## src/rtl/dcache_miss_ctrl.sv

```systemverilog
// Data-cache miss sequencer for the MEM stage: writes back a dirty victin
// line, refills the missed line and stalls the pipeline until it is done.
module dcache_miss_ctrl #(
    parameter int   ADDR_W = 32,
    parameter int   IDX_W  = 5,
    parameter int   OFF_W  = 5,
    parameter int   CNT_W  = 16,
    localparam int  TAG_W  = ADDR_W - IDX_W - OFF_W
) (
    input  logic              clk_i,
    input  logic              rst_i,
    input  logic              mem_read_i,
    input  logic              mem_write_i,
    input  logic [ADDR_W-1:0] addr_i,
    input  logic              hit_i,
    input  logic              dirty_i,
    input  logic [TAG_W-1:0]  victim_tag_i,
    input  logic              mem_ack_i,
    output logic              mem_req_o,
    output logic              mem_we_o,
    output logic [ADDR_W-1:0] mem_addr_o,
    output logic              refill_we_o,
    output logic              stall_o,
    output logic [CNT_W-1:0]  miss_cnt_o
);

    typedef enum logic [1:0] {
        S_IDLE,
        S_WB,
        S_RF,
        S_FILL
    } state_t;

    state_t              r_state;
    state_t              w_state_nxt;
    logic [IDX_W-1:0]    r_idx;
    logic [TAG_W-1:0]    r_tag;
    logic                r_req;
    logic                r_we;
    logic [ADDR_W-1:0]   r_addr;
    logic                r_refill;
    logic [CNT_W-1:0]    r_cnt;

    logic                w_req_nxt;
    logic                w_we_nxt;
    logic [ADDR_W-1:0]   w_addr_nxt;
    logic                w_refill_nxt;
    logic                w_latch;
    logic                w_access;
    logic                w_miss;
    logic [IDX_W-1:0]    w_idx_in;
    logic [TAG_W-1:0]    w_tag_in;
    logic                w_unused;

    assign w_access = mem_read_i | mem_write_i;
    assign w_miss   = w_access & ~hit_i;
    assign w_idx_in = addr_i[OFF_W +: IDX_W];
    assign w_tag_in = addr_i[ADDR_W-1 -: TAG_W];
    assign w_unused = ^addr_i[OFF_W-1:0];

    always_comb begin
        w_state_nxt  = r_state;
        w_req_nxt    = r_req;
        w_we_nxt     = r_we;
        w_addr_nxt   = r_addr;
        w_refill_nxt = 1'b0;
        w_latch      = 1'b0;
        unique case (r_state)
            S_IDLE: begin
                w_req_nxt = 1'b0;
                w_we_nxt  = 1'b0;
                if (w_miss) begin
                    w_latch   = 1'b1;
                    w_req_nxt = 1'b1;
                    if (dirty_i) begin
                        w_state_nxt = S_WB;
                        w_we_nxt    = 1'b1;
                        w_addr_nxt  = {victim_tag_i, w_idx_in, {OFF_W{1'b0}}};
                    end else begin
                        w_state_nxt = S_RF;
                        w_addr_nxt  = {w_tag_in, w_idx_in, {OFF_W{1'b0}}};
                    end
                end
            end
            S_WB: begin
                // Drop the request for one cycle before the refill read.
                if (r_req && mem_ack_i) begin
                    w_state_nxt = S_RF;
                    w_req_nxt   = 1'b0;
                    w_we_nxt    = 1'b0;
                    w_addr_nxt  = {r_tag, r_idx, {OFF_W{1'b0}}};
                end
            end
            S_RF: begin
                if (!r_req) begin
                    w_req_nxt = 1'b1;
                end else if (mem_ack_i) begin
                    w_state_nxt  = S_FILL;
                    w_req_nxt    = 1'b0;
                    w_refill_nxt = 1'b1;
                end
            end
            S_FILL: begin
                w_state_nxt = S_IDLE;
            end
            default: begin
                w_state_nxt = S_IDLE;
                w_req_nxt   = 1'b0;
                w_we_nxt    = 1'b0;
            end
        endcase
    end

    always_ff @(posedge clk_i) begin
        if (rst_i) begin
            r_state  <= S_IDLE;
            r_idx    <= '0;
            r_tag    <= '0;
            r_req    <= 1'b0;
            r_we     <= 1'b0;
            r_addr   <= '0;
            r_refill <= 1'b0;
            r_cnt    <= '0;
        end else begin
            r_state  <= w_state_nxt;
            r_req    <= w_req_nxt;
            r_we     <= w_we_nxt;
            r_addr   <= w_addr_nxt;
            r_refill <= w_refill_nxt;
            if (w_latch) begin
                r_idx <= w_idx_in;
                r_tag <= w_tag_in;
                if (r_cnt != {CNT_W{1'b1}}) begin
                    r_cnt <= r_cnt + CNT_W'(1);
                end
            end
        end
    end

    assign mem_req_o   = r_req;
    assign mem_we_o    = r_we;
    assign mem_addr_o  = r_addr;
    assign refill_we_o = r_refill;
    assign miss_cnt_o  = r_cnt;
    assign stall_o     = (r_state != S_IDLE) | w_miss;

endmodule
```

## config.mk

```make
export PLATFORM = sky130hd
export DESIGN_NAME = dcache_miss_ctrl
export DESIGN_NICKNAME = d
export VERILOG_FILES = /design/src/rtl/dcache_miss_ctrl.sv
export SDC_FILE = /design/constraint.sdc
export NUM_CORES = 1
export LEC_CHECK = 0
export CAP_MARGIN = 20
export CELL_PAD_IN_SITES_DETAIL_PLACEMENT = 1
export CELL_PAD_IN_SITES_GLOBAL_PLACEMENT = 2
export CORE_MARGIN = 3
export CORE_UTILIZATION = 26
export CTS_BUF_LIST = sky130_fd_sc_hd__clkbuf_8 sky130_fd_sc_hd__clkbuf_16
export CTS_CLUSTER_SIZE = 30
export DETAILED_ROUTE_END_ITERATION = 10
export GPL_TIMING_DRIVEN = 0
export PLACE_DENSITY_LB_ADDON = 0.1
export SKIP_CTS_REPAIR_TIMING = 1
export SYNTH_ARGS = -nofsm -noshare
export SYNTH_HDL_FRONTEND = slang
export SYNTH_SLANG_ARGS = --single-unit
export TNS_END_PERCENT = 30
```

## constraint.sdc

```tcl
create_clock -name clk_i -period 2.4 [get_ports clk_i]
set_clock_uncertainty 0.2 [all_clocks]
set_input_delay 0.72 -clock clk_i [delete_from_list [all_inputs] [get_ports clk_i]]
set_output_delay 0.72 -clock clk_i [all_outputs]
set_load 0.03 [all_outputs]
```

# ---- Word-level counts from Yosys, hierarchy flattened
# Cells that the tools add are included.
# W data, S select, Z words.
dict set report word_totals {
  ff_bits 80
  input_bits 61
  out_inout_bits 52
  wordCells 54
}
dict set report op_classes {
  bitwise 6
  mux 20
  addsub 1
  n_eq_ne 8
  n_reduce_logical 11
}
# cell n
set op_table {}
lappend op_table {{$mux W32} 3}
lappend op_table {{$pmux W32 S2} 1}
lappend op_table {{$add A16 B1 Y16 const B} 1}
lappend op_table {{$ne A16 B16 Y1 const B} 1}
lappend op_table {{$mux W2} 5}
lappend op_table {{$mux W1} 8}
lappend op_table {{$ne A2 B2 Y1 const B} 4}
lappend op_table {{$pmux W2 S4} 1}
lappend op_table {{$reduce_and A2 Y1} 3}
lappend op_table {{$eq A2 B2 Y1 const B} 2}
lappend op_table {{$reduce_and A4 Y1} 1}
lappend op_table {{$reduce_bool A2 Y1} 2}
lappend op_table {{$not A1 Y1} 3}
lappend op_table {{$pmux W1 S3} 1}
lappend op_table {{$reduce_and A3 Y1} 1}
lappend op_table {{$reduce_bool A3 Y1} 1}
lappend op_table {{$reduce_or A3 Y1} 1}
lappend op_table {{$eq A2 B1 Y1 const B} 1}
lappend op_table {{$logic_not A2 Y1} 1}
lappend op_table {{$or A1 B1 Y1} 2}
lappend op_table {{$pmux W1 S2} 1}
lappend op_table {{$and A1 B1 Y1} 1}
lappend op_table {{$logic_and A1 B1 Y1} 1}

# ---- Longest topological paths before layout
dict set report depth {
  depth_word 5
  ltp_mapped 8
  mapped_depth_nobuf 6
}

# ---- Worst setup path before layout
# No wires, ideal clock.
dict set report synth_timing {
  path_type {in2reg}
  startpoint {input hit_i}
  endpoint {register r_cnt[14], in the netlist miss_cnt_o[14]}
  stages 5
  path_buffers 1
  arrival_time_ns 2.005
  setup_time_ns 0.121
  path_slack_ns 0.075
  t_required_ns 2.079
  path_cell_list {o21bai_1 or3_1 clkbuf_2 nor4_1 mux2_2}
}
dict set report synth_between {
  elab_chain_cells 5
}
# element line
set synth_rtl {}
lappend synth_rtl {{from (decl)} 15} ;# input logic hit_i,
lappend synth_rtl {{$not A1 Y1} 56} ;# assign w_miss = w_access & ~hit_i;
lappend synth_rtl {{$and A1 B1 Y1} 56}
lappend synth_rtl {{$mux W1} 72} ;# if (w_miss) begin
lappend synth_rtl {{$mux W1} 68} ;# unique case (r_state)
lappend synth_rtl {{$reduce_and A2 Y1 (no line)} --}
lappend synth_rtl {{to (signal assigned)} 134} ;# r_cnt <= r_cnt + CNT_W'(1);
lappend synth_rtl {{to (decl)} 42} ;# logic [CNT_W-1:0] r_cnt;
# Every way passes these cells.
# A chain may end at the register's enable or synchronous reset.

# ---- Final worst setup path
dict set report layout_timing {
  startpoint {register r_cnt[15], in the netlist miss_cnt_o[15]}
  endpoint {output miss_cnt_o[15]}
}
# element line
set layout_rtl {}
lappend layout_rtl {{to (decl)} 24} ;# output logic [CNT_W-1:0] miss_cnt_o
# No word-level cell between the ends.

==> metrics.md <==
| Metric | Value |
|---|---|
| Status | `finished clean` |
| Starting Density | `26.8%` |
| Finished Layout Cells | `737` |
| Max Fclk | `~0.42 GHz` |
| Initial antenna violation count | `1` |
| GRT busiest layer | `met2` |
| Dominant cell type by area after synthesis | `dfxtp_1` |
| Asr flop ratio synth | `0%` |
| Sw frac | `between 40% and 50%` |
| Core area | `between 0.01 and 0.015 mm^2` |
| H-Tree Depth | `3` |
| Clock power frac | `24.5%` |
| Drc violations | `0` |
| Top Family by Delay on Critical Path | `buffers and inverters` |
| Yosys synthesis warning count | `0` |
| CTS tree | `done` |
| Area Growth Syn to Fin | `47.2%` |
| Post-synth top flop | `dfxtp_1` |
| Clk slew on worst S/H paths | `roughly 60 ps` |
| Router iterations before antenna repair | `4` |
| Die height | `123 um` |
| Placed cells | `720` |
| Vias | `3601` |
| Top Ports | `113` |
| Top cells by count, synth | `nand2_1 (105), dfxtp_1 (75), a21oi_1 (60)` |
| Distinct cells, synth | `42` |
| WL/cell | `between 15 and 20 um` |
| P_sw | `around 2.2 mW` |
| Vias in the first global route | `approximately 3700` |
| CP Capture Type | `primary output` |
| Combinational share of power | `between 40% and 50%` |
| Crit-path cells | `clkdlybuf4s50_1` |
| Final Setup Violations | `0` |
| Number of port buffers | `100` |
| Vias per inst | `4.89` |
| Clock Tree Buf Depth | `2` |
| Post-synth EDFFs | `0` |
| Minimum clock period | `around 2400 ps` |
| WP data arrival | `approximately 1400 ps` |
| First-pass GRT wire length | `~20000 um` |
| Initial DRC Count | `~150` |
| Slowest stage delay, CP | `roughly 700 ps` |
| Met1 GRT Util | `between 20% and 30%` |
| Final GP Congestion | `0.753` |
| CP Class | `reg2out` |
| Flop pwr share | `slightly above 30%` |
| Routed WL | `12500 um` |
| GR Layer Usage met3 | `under 10%` |
| Syn Inst Count | `between 400 and 500` |
| Die ar. | `approximately 0.015 mm^2` |
| Antenna fix cells | `0` |
| VDD IR-drop max | `a little under 0.0005 V` |
| HP Class | `reg2reg` |
| Global Route Usage Sum | `~17%` |
| Nets | `about 620` |
| Buffers and inverters on the worst path | `1` |
| Slew Limit Fails | `0` |
| Sink Count | `75` |
| Post-DRT Antenna Nets | `0` |
| Fill cell count | `around 1600` |
| Chip Width | `about 120 um` |
| Worst-margin pin slew | `~650 ps` |
| Largest net degree at the start of global routing | `12` |
| Power Density | `~1000 mW/mm^2` |
| Layout cells sized above 1 | `about a tenth` |
| Cell with the most instances after synthesis | `nand2_1` |
| Final Cycle Share | `98.2%` |
| Root Buffer | `clkbuf_16` |
| Leakage | `about 2.2 nW` |
| Worst setup SP type | `register` |
| Top cell type's share of synthesized area | `42.2%` |
| Largest cells by area after synthesis | `dfxtp_1 (42%), nand2_1 (11%), a21oi_1 (8.4%)` |
| Total congestion overflow | `0` |
| Slew HR | `roughly 56%` |
| Worst path slowest cell | `clkdlybuf4s50_1` |
| Max-cap violations | `0` |
| Post-Synthesis Cell Area | `between 0.003 and 0.004 mm^2` |
| Sequential share of the synthesized area | `between 40% and 50%` |
| Pint | `approximately 3.2 mW` |
| Post-DP HPWL | `between 9000 and 10000 um` |
| Final count of hold timing violations | `0` |
| Clock Latency Late Sink | `roughly 330 ps` |
| Num CTS Buffers | `9` |
| Critical path peak fanout | `4` |
| Worst Path Required | `between 1000 and 1500 ps` |
| Cell Rows | `42` |
| Met2 Usage GRT | `about 27%` |
| Syn avg cell area | `8.08 um^2` |
| Fin Setup TNS | `0 ps` |
| Flops & latches, synth | `75` |
-- power by group through the flow --
| stage | logic, mW | clock network (mW) | registers (mW) |
|---|---|---|---|
| 6_report | 2.40 | 1.32 | 1.67 |
| 4_1_cts | 2.33 | 1.37 | 1.68 |
| 3_3_place_gp | 2.31 | 0 | 1.69 |
| 5_1_grt | 2.64 | 1.43 | 1.71 |
| 2_1_floorplan | 1.06 | 0 | 2.01 |
| 3_5_place_dp | 2.33 | 0 | 1.70 |
-- flip-flops by register name, summed over array words and instances (netlist names) --
signal / cells
mem_addr_o: 27
r_tag: 22
miss_cnt_o: 16
r_idx: 5
r_state: 2
mem_req_o: 1
mem_we_o: 1
refill_we_o: 1
-- placed cells by master, fill, tap and decap left out, types with 6 or more instances in the layout --
cell type and n:
nand2_1 104, clkdlybuf4s50_1 80, dfxtp_1 75, a21oi_1 60, mux2i_1 27, o211ai_1 22
nor2_1 20, dlymetal6s2s_1 19, clkbuf_1 13, a211oi_1 10, clkbuf_16 9, clkbuf_2 8
buf_4 8, inv_1 7, o31ai_1 7, nand3_1 6, or4_1 6, ha_1 6
-- layout make-up --
class,instances,area [um^2],area share (%)
clock inverters,3,12.5,0.239
clock buffers,13,280,5.35
multi-input cells,326,1950,37.3
well taps,176,220,4.20
inverters,7,26.3,0.502
repair buffers,102,1060,20.3
plain buffers,35,178,3.39
flip-flops and latches,75,1500,28.7
-- logic make-up (layout without fill, tap and decap cells) --
| group | Yosys count | after routing | share of synthesized area [%] |
|---|---|---|---|
| other cells | 1 | 5 | 0.105 |
| flops | 75 | 75 | 42.2 |
| fa+ha+maj | 7 | 7 | 2.46 |
| mux | 31 | 31 | 8.86 |
| buf+inv | 43 | 160 | 5.35 |
| compound gates | 111 | 111 | 19.3 |
| simple gates | 172 | 172 | 21.7 |
-- metrics by stage --
| stage | setup slack, ps | power, mW | area [um^2] | util [%] | hold slack [ps] |
|---|---|---|---|---|---|
| floorplan | 74.7 | 3.07 | 3570 | - | 236 |
| global placement | -889 | 4.00 | 4790 | 36.1 | 242 |
| detailed placement | -873 | 4.03 | 4790 | 36.1 | 249 |
| CTS | -880 | 5.38 | 5090 | 38.3 | 256 |
| global route | -17.6 | 5.77 | 5240 | 39.4 | 282 |
| finish | 42.0 | 5.40 | 5240 | 39.4 | 255 |
-- worst paths after layout --
path	from	endpoint	slack, ps	cells past startpoint
worst max-delay path	miss_cnt_o[15]	miss_cnt_o[15]	40	1
worst min-delay path	r_idx[0]	r_idx[0]	260	2
worst max register to register	r_state[0]	miss_cnt_o[10]	110	6
worst min register to register	r_idx[0]	r_idx[0]	260	2
-- per-layer routing --
layer  vias to the layer above  routed length (um)
met5                         -                   7
met4                         2                 166
met3                        11                 688
met2                        77                5790
met1                      1729                5900
li1                       1782                   -
Note: power is estimated with default switching activity, not from simulation.
